`config.mk`:
```
export PLATFORM = sky130hd
export DESIGN_NAME = dram_arbiter
export DESIGN_NICKNAME = d
export VERILOG_FILES = /design/src/rtl/dram_arb_pkg.sv /design/src/rtl/dram_arb_rr.sv /design/src/rtl/dram_arbiter.sv
export SDC_FILE = /design/constraint.sdc
export NUM_CORES = 1
export LEC_CHECK = 0
export BUFFER_PORTS_ARGS = -buffer_cell sky130_fd_sc_hd__buf_2
export CAP_MARGIN = 25
export CORE_AREA = 2 2 351 353
export DETAILED_ROUTE_END_ITERATION = 8
export DIE_AREA = 0 0 353 355
export PLACE_DENSITY = 0.33
export REMOVE_ABC_BUFFERS = 1
export SLEW_MARGIN = 20
export SYNTH_ARGS = -nofsm -noshare
export SYNTH_HDL_FRONTEND = slang
export SYNTH_SLANG_ARGS = --single-unit
```
`constraint.sdc`:
```
create_clock -name clk -period 2.8 [get_ports clk]
set_input_delay 0.28 -clock clk [delete_from_list [all_inputs] [get_ports clk]]
set_output_delay 0.28 -clock clk [all_outputs]
set_load 0.02 [all_outputs]
```
`src/rtl/dram_arb_pkg.sv`:
```
// Shared definitions for the two-port DRAM arbiter: FSM state encoding,
// port count and port indices.
package dram_arb_pkg;

  typedef enum logic [1:0] {
    CALIB   = 2'd0,
    IDLE    = 2'd1,
    ISSUE   = 2'd2,
    WAIT_RD = 2'd3
  } state_t;

  localparam int   NUM_PORTS = 2;
  localparam logic PORT_IF   = 1'b0;  // instruction-fetch side
  localparam logic PORT_DM   = 1'b1;  // data-memory side

endpackage

```
`src/rtl/dram_arb_rr.sv`:
```
// Two-request picker. Default build: round-robin with a last-grant register
// that resets to the data port, so instruction fetch wins the first tie.
// With DRAM_ARB_FIXED_PRIO_EN defined the data port wins every tie and the
// last-grant register disappears.
module dram_arb_rr
  import dram_arb_pkg::*;
(
  input  logic       clk,
  input  logic       rst_n,
  input  logic [1:0] req,
  input  logic       update,
  output logic       grant
);

`ifdef DRAM_ARB_FIXED_PRIO_EN
  logic unused_rr;
  assign unused_rr = ^{clk, rst_n, update};

  // data side takes any tie; grant is don't-care with no request
  always_comb grant = req[PORT_DM] ? PORT_DM : PORT_IF;
`else
  logic last;

  // on a tie serve the port that was not served last
  always_comb begin
    grant = req[PORT_DM] ? PORT_DM : PORT_IF;
    if (req[PORT_IF] && req[PORT_DM]) grant = ~last;
  end

  // remember who was granted, only when a grant is actually taken
  always_ff @(posedge clk or negedge rst_n) begin
    if (!rst_n)      last <= PORT_DM;
    else if (update) last <= grant;
  end
`endif

endmodule

```
`src/rtl/dram_arbiter.sv`:
```
// Shares one DRAM user-interface controller between the instruction-fetch
// port (0) and the data-memory port (1). One command in flight at a time;
// read lines return to the port that issued them. Nothing is granted until
// calibration completes. Tie policy selectable with DRAM_ARB_FIXED_PRIO_EN.
module dram_arbiter
  import dram_arb_pkg::*;
#(
  parameter int APP_ADDR_WIDTH = 28,
  parameter int APP_DATA_WIDTH = 128,
  parameter int APP_MASK_WIDTH = 16
) (
  input  logic                      clk,
  input  logic                      i_rst_n,
  input  logic                      i_p0_ren,
  input  logic                      i_p0_wen,
  input  logic [APP_ADDR_WIDTH-2:0] i_p0_addr,
  input  logic [APP_DATA_WIDTH-1:0] i_p0_data,
  input  logic [APP_MASK_WIDTH-1:0] i_p0_mask,
  output logic                      o_p0_ack,
  output logic [APP_DATA_WIDTH-1:0] o_p0_rdata,
  output logic                      o_p0_rvalid,
  input  logic                      i_p1_ren,
  input  logic                      i_p1_wen,
  input  logic [APP_ADDR_WIDTH-2:0] i_p1_addr,
  input  logic [APP_DATA_WIDTH-1:0] i_p1_data,
  input  logic [APP_MASK_WIDTH-1:0] i_p1_mask,
  output logic                      o_p1_ack,
  output logic [APP_DATA_WIDTH-1:0] o_p1_rdata,
  output logic                      o_p1_rvalid,
  output logic                      o_dram_ren,
  output logic                      o_dram_wen,
  output logic [APP_ADDR_WIDTH-2:0] o_dram_addr,
  output logic [APP_DATA_WIDTH-1:0] o_dram_data,
  output logic [APP_MASK_WIDTH-1:0] o_dram_mask,
  input  logic                      i_dram_busy,
  input  logic                      i_dram_calib_done,
  input  logic                      i_dram_rdata_valid,
  input  logic [APP_DATA_WIDTH-1:0] i_dram_rdata,
  output logic                      o_ready
);

  state_t     state;
  logic       owner;
  logic       op_wr;
  logic [1:0] req;
  logic       grant;
  logic       take;
  logic       fire;

  assign req  = {i_p1_ren | i_p1_wen, i_p0_ren | i_p0_wen};
  assign take = (state == IDLE) && (|req);
  // command is accepted on any ISSUE cycle the controller is not busy
  assign fire = (state == ISSUE) && !i_dram_busy;

  dram_arb_rr u_rr (
    .clk    (clk),
    .rst_n  (i_rst_n),
    .req    (req),
    .update (take),
    .grant  (grant)
  );

  assign o_dram_ren = fire && !op_wr;
  assign o_dram_wen = fire && op_wr;
  assign o_p0_ack   = fire && (owner == PORT_IF);
  assign o_p1_ack   = fire && (owner == PORT_DM);
  assign o_ready    = (state == IDLE);

  // arbitration FSM: latch the winner's command, issue it, collect read data
  always_ff @(posedge clk or negedge i_rst_n) begin
    if (!i_rst_n) begin
      state       <= CALIB;
      owner       <= PORT_IF;
      op_wr       <= 1'b0;
      o_dram_addr <= '0;
      o_dram_data <= '0;
      o_dram_mask <= '0;
      o_p0_rdata  <= '0;
      o_p1_rdata  <= '0;
      o_p0_rvalid <= 1'b0;
      o_p1_rvalid <= 1'b0;
    end else begin
      o_p0_rvalid <= 1'b0;
      o_p1_rvalid <= 1'b0;
      case (state)
        CALIB: if (i_dram_calib_done) state <= IDLE;
        IDLE: begin
          if (take) begin
            owner <= grant;
            // write wins when a port raises both strobes
            if (grant == PORT_DM) begin
              op_wr       <= i_p1_wen;
              o_dram_addr <= i_p1_addr;
              o_dram_data <= i_p1_data;
              o_dram_mask <= i_p1_mask;
            end else begin
              op_wr       <= i_p0_wen;
              o_dram_addr <= i_p0_addr;
              o_dram_data <= i_p0_data;
              o_dram_mask <= i_p0_mask;
            end
            state <= ISSUE;
          end
        end
        ISSUE: if (!i_dram_busy) state <= op_wr ? IDLE : WAIT_RD;
        WAIT_RD: begin
          if (i_dram_rdata_valid) begin
            if (owner == PORT_DM) begin
              o_p1_rdata  <= i_dram_rdata;
              o_p1_rvalid <= 1'b1;
            end else begin
              o_p0_rdata  <= i_dram_rdata;
              o_p0_rvalid <= 1'b1;
            end
            state <= IDLE;
          end
        end
        default: state <= CALIB;
      endcase
    end
  end

endmodule
```
==> impl_metrics.py <==
metrics = {
    "run_status": {
        "status": "completed",
    },
    "worst_setup_path": {
        "setup.worst_path.end_class": "flip-flop",
        "rr_worst_depth": 9,
        "arrival_ns": 3.17,
        "rr_endpoint": "o_dram_mask[3]",
        "critPathKind": "reg2reg",
        "critPathMaxFanout": 20,
        "reg2reg_from": "state[1]",
        "worstSetupStartpointType": "flip-flop",
        "rrSetupSlack_ns": 0.21,
        "crit_required_ns": 3.37,
    },
    "sta": {
        "fin_crit_sh_pct": 92.6,
        "skew_ns": 0.0102,
        "setup_viol": 0,
        "holdWs_ns": 0.103,
        "relSlewSlack_pct": 43.3,
        "hold_viol_final": 0,
        "fmax_mhz": 386,
        "drv_slew": 0,
        "worst_pin_slew_ns": 0.850,
        "finalCriticalPeriod_ns": 2.59,
        "rsz0062_at_grt": "false",
    },
    "logic_synthesis": {
        "synth_area_um2": 17800,
        "synth_cell_types": 30,
        "syn_inst": 1790,
        "synth.avg_cell_area_um2": 9.93,
        "synth_edf_count": 0,
        "async_flop_share_pct": 100,
        "ys_seq_elements": 434,
        "synth-main-ff-cell": "dfrtp_1",
        "yosysSeqAreaShare_pct": 61.1,
        "yosys_warnings": 0,
    },
    "run": {
        "drv_cap": 0,
    },
    "global_routing": {
        "antenna_found_initial": 14,
        "grt_usage_pct": 13.7,
        "grt_max_degree": 129,
        "gr-total-overflow": 0,
        "grt_pass1_wl_um": 130000,
        "grt_pass1_vias": 19384,
    },
    "clock_tree": {
        "cts_tree": "built",
        "cts.reportedPaths.clkPinSlew_ns": 0.06,
        "cts.sinks": 434,
        "cts_setup_buffers": 0,
        "root_buffer": "clkbuf_16",
        "cts_buffers": 56,
        "clkLatencyLatePin_ns": 0.64,
        "cts_buffer_depth": 3,
        "cts_max_level": 2,
    },
    "power": {
        "leakage_uw": 0.0153,
        "vdd_drop_max_uv": 524,
        "total_power_uw": 37700,
        "power.density_nw_per_um2": 1200,
    },
    "finish": {
        "drive_gt1_share_pct": 38.6,
        "multi_input_area_um2": 6310,
        "nets": 3667,
        "most-common-layout-cells": "911 x buf_2, 557 x nand2_1, 474 x dlygate4sd3_1",
        "fill_cells": 13455,
        "post-route-util_pct": 25.8,
        "seq_area_um2": 10900,
        "layout_commonest_cell": "buf_2",
        "area_growth_syn_to_layout_pct": 76.1,
    },
    "min_path": {
        "hold_depth": 3,
        "min_to": "state[0]",
        "hp-start": "i_p0_ren",
        "min_path_type": "in2reg",
    },
    "routing": {
        "wl_per_cell_um": 18.4,
        "drtIter0Drc": 869,
        "vias_per_cell": 3.74,
        "routed_wl_um": 89700,
        "num_vias": 18216,
        "antenna_left": 0,
        "drc": 0,
        "firstDrtPassIters": 5,
    },
    "floorplan": {
        "die-area_um2": 125000,
        "pin_count": 913,
        "die_w_um": 353,
        "start_util_pct": 14.6,
        "core_area_um2": 121000,
        "fp-row-count": 128,
        "die_h_um": 355,
    },
    "placement": {
        "port_buffers": 912,
        "place_congestion": 0.876,
        "place_hpwl_um": 66500,
    },
}
## timing repair
action | in CTS | in global routing
setup endpoints to repair | 0 | 0
hold buffers | 474 | 0
endpoints found under the hold margin | 464 | 0
gates resized for setup | 0 | 0
## cells in the mapped netlist (2+ instances only)
library cell | n | area share, %
a21oi_1 | 304 | 8.6
clkbuf_1 | 43 | 0.91
mux2_2 | 128 | 8.1
buf_2 | 51 | 1.4
a21oi_2 | 40 | 2.0
dfrtp_1 | 433 | 61
nand3_1 | 2 | 0.056
buf_6 | 11 | 0.70
buf_1 | 6 | 0.13
ha_1 | 5 | 0.35
nor2_1 | 177 | 3.7
inv_1 | 9 | 0.19
buf_4 | 7 | 0.30
nand2_1 | 558 | 12
## stage by stage
stage / cells / setup TNS [ns] / setup WS [ns] / cell area [um^2]
detailed placement: 4276 / 0 / 0.774 / 24600
finish: 4865 / 0 / 0.207 / 31300
CTS: 4853 / 0 / 0.227 / 31300
global route: 4864 / 0 / 0.0326 / 31300
global placement: 4276 / 0 / 0.794 / 24600
floorplan: 1672 / -1474.32 / -5.30 / 17200
## cells by family after synthesis
family	count (synthesis)	synth area share, %
and+or+nand+nor	741	15.7
DFF	434	61.1
AOI/OAI and AO/OA	354	11.0
muxes	129	8.17
buffers and inverters	127	3.65
adders and majority gates	5	0.352
## worst max-delay path by stage
stage | start | endpoint | slack [ns] | cells after the start
finish | state[1] | o_dram_mask[3] | 0.21 | 9
global route | state[1] | o_dram_data[76] | 0.03 | 9
floorplan | state[1] | op_wr | -5.30 | 6
global placement | state[0] | o_p1_rdata[116] | 0.79 | 4
CTS | state[1] | o_dram_mask[15] | 0.23 | 9
detailed placement | state[1] | o_dram_mask[3] | 0.77 | 8
## worst max-delay path: stages, from the launching register on
cell           delay [ns]
dfrtp_1              0.39
inv_1                0.09
ha_1                 0.22
inv_1                0.23
a21o_4               0.28
buf_12               0.22
buf_4                0.24
a21oi_1              0.07
a21oi_1              0.18
dlygate4sd3_1        0.57
## report_power, final
group	internal, uW	total (uW)	switching, uW
clock network	4510	7570	3060
registers	9440	11100	1670
logic	7790	19000	11200
total	21700	37700	16000
## registers in the layout (all words and copies together), names as in the netlist, 2 cells and up
signal and count:
o_dram_addr 27, o_dram_data 128, o_dram_mask 16, o_p0_rdata 128
o_p1_rdata 128, state 2
## cell type report
cell class,instances,share of cell area (%)
clock inverters,14,0.560
diodes,12,0.0960
inverters,9,0.116
multi-input cells,1229,20.2
well taps,1625,6.50
clock buffers,89,5.55
repair buffers,1453,32.3
flip-flops and latches,434,34.7
## metal layers
layer / vias up / GRT usage [%] / part of all wire, %
met4: 0 / 6.36 / 4.3
met3: 158 / 3.42 / 5.8
met5: - / 0 / 0
met2: 552 / 23.9 / 51
li1: 8640 / - / -
met1: 8866 / 15.8 / 39
No activity file was read; power rests on OpenSTA's default activity.
